File: config.mk
export PLATFORM = sky130hd
export DESIGN_NAME = matrix_memory_flat
export DESIGN_NICKNAME = d
export VERILOG_FILES = /design/src/rtl/matrix_memory_if.sv /design/src/rtl/matrix_memory.sv /design/src/flat_wrapper.sv
export SDC_FILE = /design/constraint.sdc
export NUM_CORES = 2
export LEC_CHECK = 0
export BUFFER_PORTS_ARGS = -buffer_cell sky130_fd_sc_hd__buf_2
export CORE_ASPECT_RATIO = 1.75
export CORE_MARGIN = 1.5
export CORE_UTILIZATION = 50
export DETAILED_ROUTE_END_ITERATION = 8
export GPL_ROUTABILITY_DRIVEN = 0
export PLACE_DENSITY_LB_ADDON = 0.15
export SKIP_CTS_REPAIR_TIMING = 1
export SYNTH_ARGS = -nofsm -noshare
export SYNTH_HDL_FRONTEND = slang
export SYNTH_SLANG_ARGS = --single-unit
File: constraint.sdc
create_clock -name clk -period 2.9 [get_ports clk]
set_input_delay 0.145 -clock clk [delete_from_list [all_inputs] [get_ports clk]]
set_output_delay 0.145 -clock clk [all_outputs]
set_load 0.005 [all_outputs]
File: src/rtl/matrix_memory_if.sv
// Request/response bundle between the CISC controller (master) and the
// matrix memory (slave). Signal names follow the controller's naming.
interface matrix_memory_if #(
  parameter int DATA_W = 256,
  parameter int ELEM_W = 16,
  parameter int ADDR_W = 8
);
  localparam int LANES = DATA_W / ELEM_W;

  logic              MemEnable;
  logic              MemReadWrite;   // 1 = read, 0 = write
  logic [ADDR_W-1:0] Address;
  logic [DATA_W-1:0] DataIn;
  logic [LANES-1:0]  ElemMask;
  logic [DATA_W-1:0] DataOut;
  logic              WriteDone;
  logic              AddrError;
  logic              Busy;

  modport master (
    output MemEnable, MemReadWrite, Address, DataIn, ElemMask,
    input  DataOut, WriteDone, AddrError, Busy
  );

  modport slave (
    input  MemEnable, MemReadWrite, Address, DataIn, ElemMask,
    output DataOut, WriteDone, AddrError, Busy
  );
endinterface

File: src/rtl/matrix_memory.sv
// Matrix word store: DEPTH words of packed ELEM_W-bit elements, words 0/1
// preloaded with the ALU operand matrices. One access per four-phase
// enable/done handshake, with per-element write mask and range flag.
// DATA_W must be an integer multiple of ELEM_W.
module matrix_memory #(
  parameter int                DATA_W   = 256,
  parameter int                ELEM_W   = 16,
  parameter int                DEPTH    = 8,
  parameter int                ADDR_W   = 8,
  parameter logic [DATA_W-1:0] PRELOAD0 = 256'h0003_0010_000f_0002_000d_0008_0002_0009_0009_000b_0006_0007_0022_0004_000c_0004,
  parameter logic [DATA_W-1:0] PRELOAD1 = 256'h0009_0007_0005_0003_000c_000d_0038_0012_0001_0004_0006_0007_0016_0043_002d_0017
) (
  input  logic            clk,
  input  logic            reset,     // asynchronous, active low
  matrix_memory_if.slave  bus
);

  localparam int              LANES   = DATA_W / ELEM_W;
  localparam logic [ADDR_W:0] DEPTH_W = (ADDR_W + 1)'(DEPTH);

  typedef enum logic [1:0] {
    IDLE     = 2'd0,
    ACK      = 2'd1,
    WAIT_LOW = 2'd2
  } state_e;

  state_e            state_q, state_d;
  logic [DATA_W-1:0] dout_q, dout_d;
  logic              done_q, done_d;
  logic              err_q, err_d;
  logic [DATA_W-1:0] mem_q [DEPTH];

  logic              in_range;
  logic              mem_we;
  logic [DATA_W-1:0] rd_word;
  logic [DATA_W-1:0] wr_word;

  // Extra MSB keeps the compare correct when DEPTH == 2**ADDR_W.
  assign in_range = ({1'b0, bus.Address} < DEPTH_W);

  // Read mux; an out-of-range address selects nothing and reads as zero.
  always_comb begin
    rd_word = '0;
    for (int w = 0; w < DEPTH; w++) begin
      if (bus.Address == ADDR_W'(w)) rd_word = mem_q[w];
    end
  end

  // Merge masked input lanes over the current word contents.
  always_comb begin
    wr_word = rd_word;
    for (int l = 0; l < LANES; l++) begin
      if (bus.ElemMask[l]) wr_word[l*ELEM_W +: ELEM_W] = bus.DataIn[l*ELEM_W +: ELEM_W];
    end
  end

  // Handshake FSM: next state, access decode and acknowledge outputs.
  // NOTE: every signal gets a hold/default value up front so no path can infer a latch.
  always_comb begin
    state_d = state_q;
    dout_d  = dout_q;
    done_d  = done_q;
    err_d   = err_q;
    mem_we  = 1'b0;
    unique case (state_q)
      IDLE: begin
        if (bus.MemEnable) begin
          state_d = ACK;
          done_d  = 1'b1;
          err_d   = !in_range;
          if (in_range) begin
            if (bus.MemReadWrite) dout_d = rd_word;
            else                  mem_we = 1'b1;
          end
        end
      end
      ACK: begin
        if (bus.MemEnable) begin
          state_d = WAIT_LOW;
        end else begin
          state_d = IDLE;
          done_d  = 1'b0;
          err_d   = 1'b0;
        end
      end
      WAIT_LOW: begin
        if (!bus.MemEnable) begin
          state_d = IDLE;
          done_d  = 1'b0;
          err_d   = 1'b0;
        end
      end
      default: begin
        state_d = IDLE;
        done_d  = 1'b0;
        err_d   = 1'b0;
      end
    endcase
  end

  // Control and output registers.
  // NOTE: sequential state uses non-blocking assignment so all flops update together.
  always_ff @(posedge clk or negedge reset) begin
    if (!reset) begin
      state_q <= IDLE;
      dout_q  <= '0;
      done_q  <= 1'b0;
      err_q   <= 1'b0;
    end else begin
      state_q <= state_d;
      dout_q  <= dout_d;
      done_q  <= done_d;
      err_q   <= err_d;
    end
  end

  // Storage array with operand preload.
  // NOTE: the array is reset on purpose: words 0/1 must come up holding the operands
  // and the rest must read as zero, so it is built from resettable flops, not a RAM macro.
  always_ff @(posedge clk or negedge reset) begin
    if (!reset) begin
      for (int w = 0; w < DEPTH; w++) begin
        mem_q[w] <= (w == 0) ? PRELOAD0 : (w == 1) ? PRELOAD1 : '0;
      end
    end else if (mem_we) begin
      for (int w = 0; w < DEPTH; w++) begin
        if (bus.Address == ADDR_W'(w)) mem_q[w] <= wr_word;
      end
    end
  end

  assign bus.DataOut   = dout_q;
  assign bus.WriteDone = done_q;
  assign bus.AddrError = err_q;
  assign bus.Busy      = (state_q != IDLE);

endmodule

File: src/flat_wrapper.sv
// flat-port wrapper written by rule: the top's interface ports become plain ports
module matrix_memory_flat 
#(
  parameter int                DATA_W   = 256,
  parameter int                ELEM_W   = 16,
  parameter int                DEPTH    = 8,
  parameter int                ADDR_W   = 8,
  parameter logic [DATA_W-1:0] PRELOAD0 = 256'h0003_0010_000f_0002_000d_0008_0002_0009_0009_000b_0006_0007_0022_0004_000c_0004,
  parameter logic [DATA_W-1:0] PRELOAD1 = 256'h0009_0007_0005_0003_000c_000d_0038_0012_0001_0004_0006_0007_0016_0043_002d_0017
)
  (clk, reset, bus_MemEnable, bus_MemReadWrite, bus_Address, bus_DataIn, bus_ElemMask, bus_DataOut, bus_WriteDone, bus_AddrError, bus_Busy);
  matrix_memory_if #(.DATA_W(DATA_W), .ELEM_W(ELEM_W), .ADDR_W(ADDR_W)) bus_i ();
  input  logic clk;
  input  logic reset;
  input wire logic [$bits(bus_i.MemEnable)-1:0] bus_MemEnable;
  input wire logic [$bits(bus_i.MemReadWrite)-1:0] bus_MemReadWrite;
  input wire logic [$bits(bus_i.Address)-1:0] bus_Address;
  input wire logic [$bits(bus_i.DataIn)-1:0] bus_DataIn;
  input wire logic [$bits(bus_i.ElemMask)-1:0] bus_ElemMask;
  output wire logic [$bits(bus_i.DataOut)-1:0] bus_DataOut;
  output wire logic [$bits(bus_i.WriteDone)-1:0] bus_WriteDone;
  output wire logic [$bits(bus_i.AddrError)-1:0] bus_AddrError;
  output wire logic [$bits(bus_i.Busy)-1:0] bus_Busy;
  assign bus_i.MemEnable = bus_MemEnable;
  assign bus_i.MemReadWrite = bus_MemReadWrite;
  assign bus_i.Address = bus_Address;
  assign bus_i.DataIn = bus_DataIn;
  assign bus_i.ElemMask = bus_ElemMask;
  assign bus_DataOut = bus_i.DataOut;
  assign bus_WriteDone = bus_i.WriteDone;
  assign bus_AddrError = bus_i.AddrError;
  assign bus_Busy = bus_i.Busy;
  matrix_memory #(.DATA_W(DATA_W), .ELEM_W(ELEM_W), .DEPTH(DEPTH), .ADDR_W(ADDR_W), .PRELOAD0(PRELOAD0), .PRELOAD1(PRELOAD1)) u_core (.clk(clk), .reset(reset), .bus(bus_i));
endmodule
==> results.toml <==
[global_routing]
grt_pass1_vias = 100100
track_usage = 0.3719
grt_max_degree = 157
grt-ovfl-total = 0
grt_pass1_wl_mm = 631.4
antenna_found_initial = 41

[clock_tree]
clkSlewWorstSetupHoldPaths_ns = 0.07
clockBufferDepth = 4
clock_latency_ns = 0.94
tritoncts = "yes"
cts_root_buffer = "clkbuf_16"
cts_sinks = 2308
cts-htree-levels = 4
cts_buffers = 221

[sta]
slew_violations = 0
tns_ns = 0
max_freq_mhz = 351.1
post-route-min-period_ns = 2.848
worstMarginPinSlew_ns = 1.129
setup_viol = 0
fin_crit_sh = 0.9822
hold_viol = 8
clock_skew_ns = 0.05655
worst_hold_slack_ns = -0.04575
slew-limit-headroom = 0.2459

[detailed_routing]
wl_per_cell_um = 27.81
wl_mm = 426.5
routed_via_density = 6.522
drtPass1Iterations = 8
drtIter0Drc = 10440
antenna_left = 0
drc = 0
vias = 100000

[worst_hold_path]
hold_depth = 6
min_path_type = "primary input to register"

[synthesis]
synth_nets = 11530
synth_top_family_by_area = "compound AO/OA/AOI/OAI gates"
synth_cell_types = 87
synth-edff-count = 0
synthFlopType = "dfrtp_1"
synth-async-reset-ratio = 1.000
ys_ff_latch = 2308
synthAdderAreaFrac = 0.0003392
muxShareOfSynthArea = 0.07338
syn_area_mm2 = 0.1107
synth_compound_area_frac = 0.2372
yosys_warnings = 0
synth_xor_area_frac = 0
postSynthCellCount = 11240
yosysSeqAreaShare = 0.5227
yosys.area_share.simple = 0.1278
avgSynthCellArea_um2 = 9.844

[power_and_ir_drop]
switching_share = 0.2590
p_leak_nw = 60.43
internal_power_w = 0.05303
power.switching_w = 0.01854
p_comb_frac = 0.100
seqPwrFrac = 0.479
cellPowerDensity_mw_per_mm2 = 536.8
ir_worst_vdd_mv = 0.5299
finalPower_w = 0.07156
clockPowerShare = 0.422

[setup_path]
path_depth = 10
cpMaxStageDelayCell = "dlygate4sd3_1"
crit_family = "buffers and inverters"
critPathMaxStageDelay_ns = 0.57
reg2regPathDepth = 10
required_ns = 3.73
path_buf_inv = 4
path_cells = "inv_1 -> ha_1 -> and3b_1 -> nand3_1 -> nor2_4 -> buf_12 -> buf_4 -> o22ai_1 -> a21oi_1 -> dlygate4sd3_1"
start_kind = "register"
crit_arrival_ns = 3.68
worstSetupPathType = "register to register"
cp-end-kind = "register"
worstPathMaxFanout = 22

[layout]
layout_commonest_cell = "dfrtp_1"
multi_input_area_mm2 = 0.04881
layout.nets = 12560
n_fill_cell = 18670
seq_area_mm2 = 0.05784
area_growth_pct = 20.45
drive_gt1_frac = 0.2103
layout_common_cells = "dfrtp_1, nand2_1, o31ai_1, nor2_1, a21oi_1"

[floorplan]
die_h_um = 625.4
io_pins = 543
rows = 228
initial_utilization = 0.5025
die_w_um = 358.6
core_mm2 = 0.2202
die-area_mm2 = 0.2243

[placed_design]
dp_hpwl_mm = 274.6
port-buffer-count = 542

[run]
cap_violations = 0

[outcome]
status = "finished, violations left"
violations = "negative hold slack"
## layer usage
metal | vias to the layer above | part of all wire | wire length [µm] | track usage
met5 | - | 0.00067 | 286 | 0
met4 | 40 | 0.064 | 27190 | 0.2190
met3 | 1508 | 0.093 | 39460 | 0.08038
met2 | 5668 | 0.47 | 201000 | 0.5999
met1 | 49850 | 0.37 | 158600 | 0.4568
li1 | 42950 | - | - | -
## power by group through the flow
stage	Combinational, W	Clock (W)	Sequential (W)
2_1_floorplan	0.00299	0	0.0346
3_3_place_gp	0.00659	0	0.0348
3_5_place_dp	0.00671	0	0.0348
4_1_cts	0.00675	0.0305	0.0342
5_1_grt	0.00771	0.0317	0.0343
6_report	0.00712	0.0302	0.0343
## worst register-to-register path, stage by stage (launching register included)
cell	delay (ns)
dfrtp_1	0.41
inv_1	0.10
ha_1	0.32
and3b_1	0.24
nand3_1	0.15
nor2_4	0.20
buf_12	0.25
buf_4	0.29
o22ai_1	0.12
a21oi_1	0.14
dlygate4sd3_1	0.57
## state kept, by name, summed over array words and instances (netlist names)
name	flops
u_core.bus.WriteDone	1
u_core.state_q	2
u_core.bus.AddrError	1
u_core.mem_q	2048
u_core.bus.DataOut	256
## cells in the mapped netlist, types with 172 or more instances
cell,n,area [µm²]
a21oi_1,764,3824
mux2i_1,277,2773
clkbuf_1,713,2676
a221oi_1,172,1506
a22oi_1,260,1952
o31ai_1,946,7102
mux2_2,413,4651
o21ai_0,718,3593
dfrtp_1,2237,55980
nor2_1,774,2905
o22ai_1,339,2121
nand2_1,2172,8153
## metrics by stage
stage | worst slack, ns | util | cells | instance area, µm²
2_1_floorplan | 0.4006 | - | 11240 | 110700
3_3_place_gp | 0.04398 | 0.5593 | 14650 | 123200
3_5_place_dp | 0.02304 | 0.5593 | 14650 | 123200
4_1_cts | 0.2055 | 0.5926 | 15050 | 130500
5_1_grt | -0.01127 | 0.6052 | 15330 | 133300
6_report | 0.05155 | 0.6053 | 15340 | 133300
## worst paths after layout
path                                                startpoint                              to  slack [ns]
worst max-delay path             u_core.state_q[0]$_DFFE_PN0P_   u_core.mem_q[162]$_DFFE_PN0P_        0.05
worst min-delay path                           bus_ElemMask[2]  u_core.mem_q[1062]$_DFFE_PN0P_       -0.05
worst max register to register   u_core.state_q[0]$_DFFE_PN0P_   u_core.mem_q[162]$_DFFE_PN0P_        0.05
worst min register to register  u_core.mem_q[1683]$_DFFE_PN1P_  u_core.mem_q[1683]$_DFFE_PN1P_        0.46
max in group asynchronous                                reset  u_core.mem_q[1373]$_DFFE_PN0P_        1.79
min in group asynchronous                                reset  u_core.mem_q[1267]$_DFFE_PN0P_        0.01
## kinds of logic (layout without fill, tap and decap cells)
group           Yosys count  after routing
simple gates           3414           3414
fa+ha+maj                 3              3
other cells               0             13
flops                  2308           2308
mux                     731            731
compound gates         3779           3779
buf+inv                1007           2212
## cell type report
class	count	area share
flip-flops and latches	2308	0.4339
multi-input cells	7927	0.3662
repair buffers	1788	0.1171
clock buffers	335	0.04870
well taps	2875	0.02698
clock inverters	66	0.006213
inverters	23	0.0006476
diodes	13	0.0002440
Power figures use the tool's default switching activity.
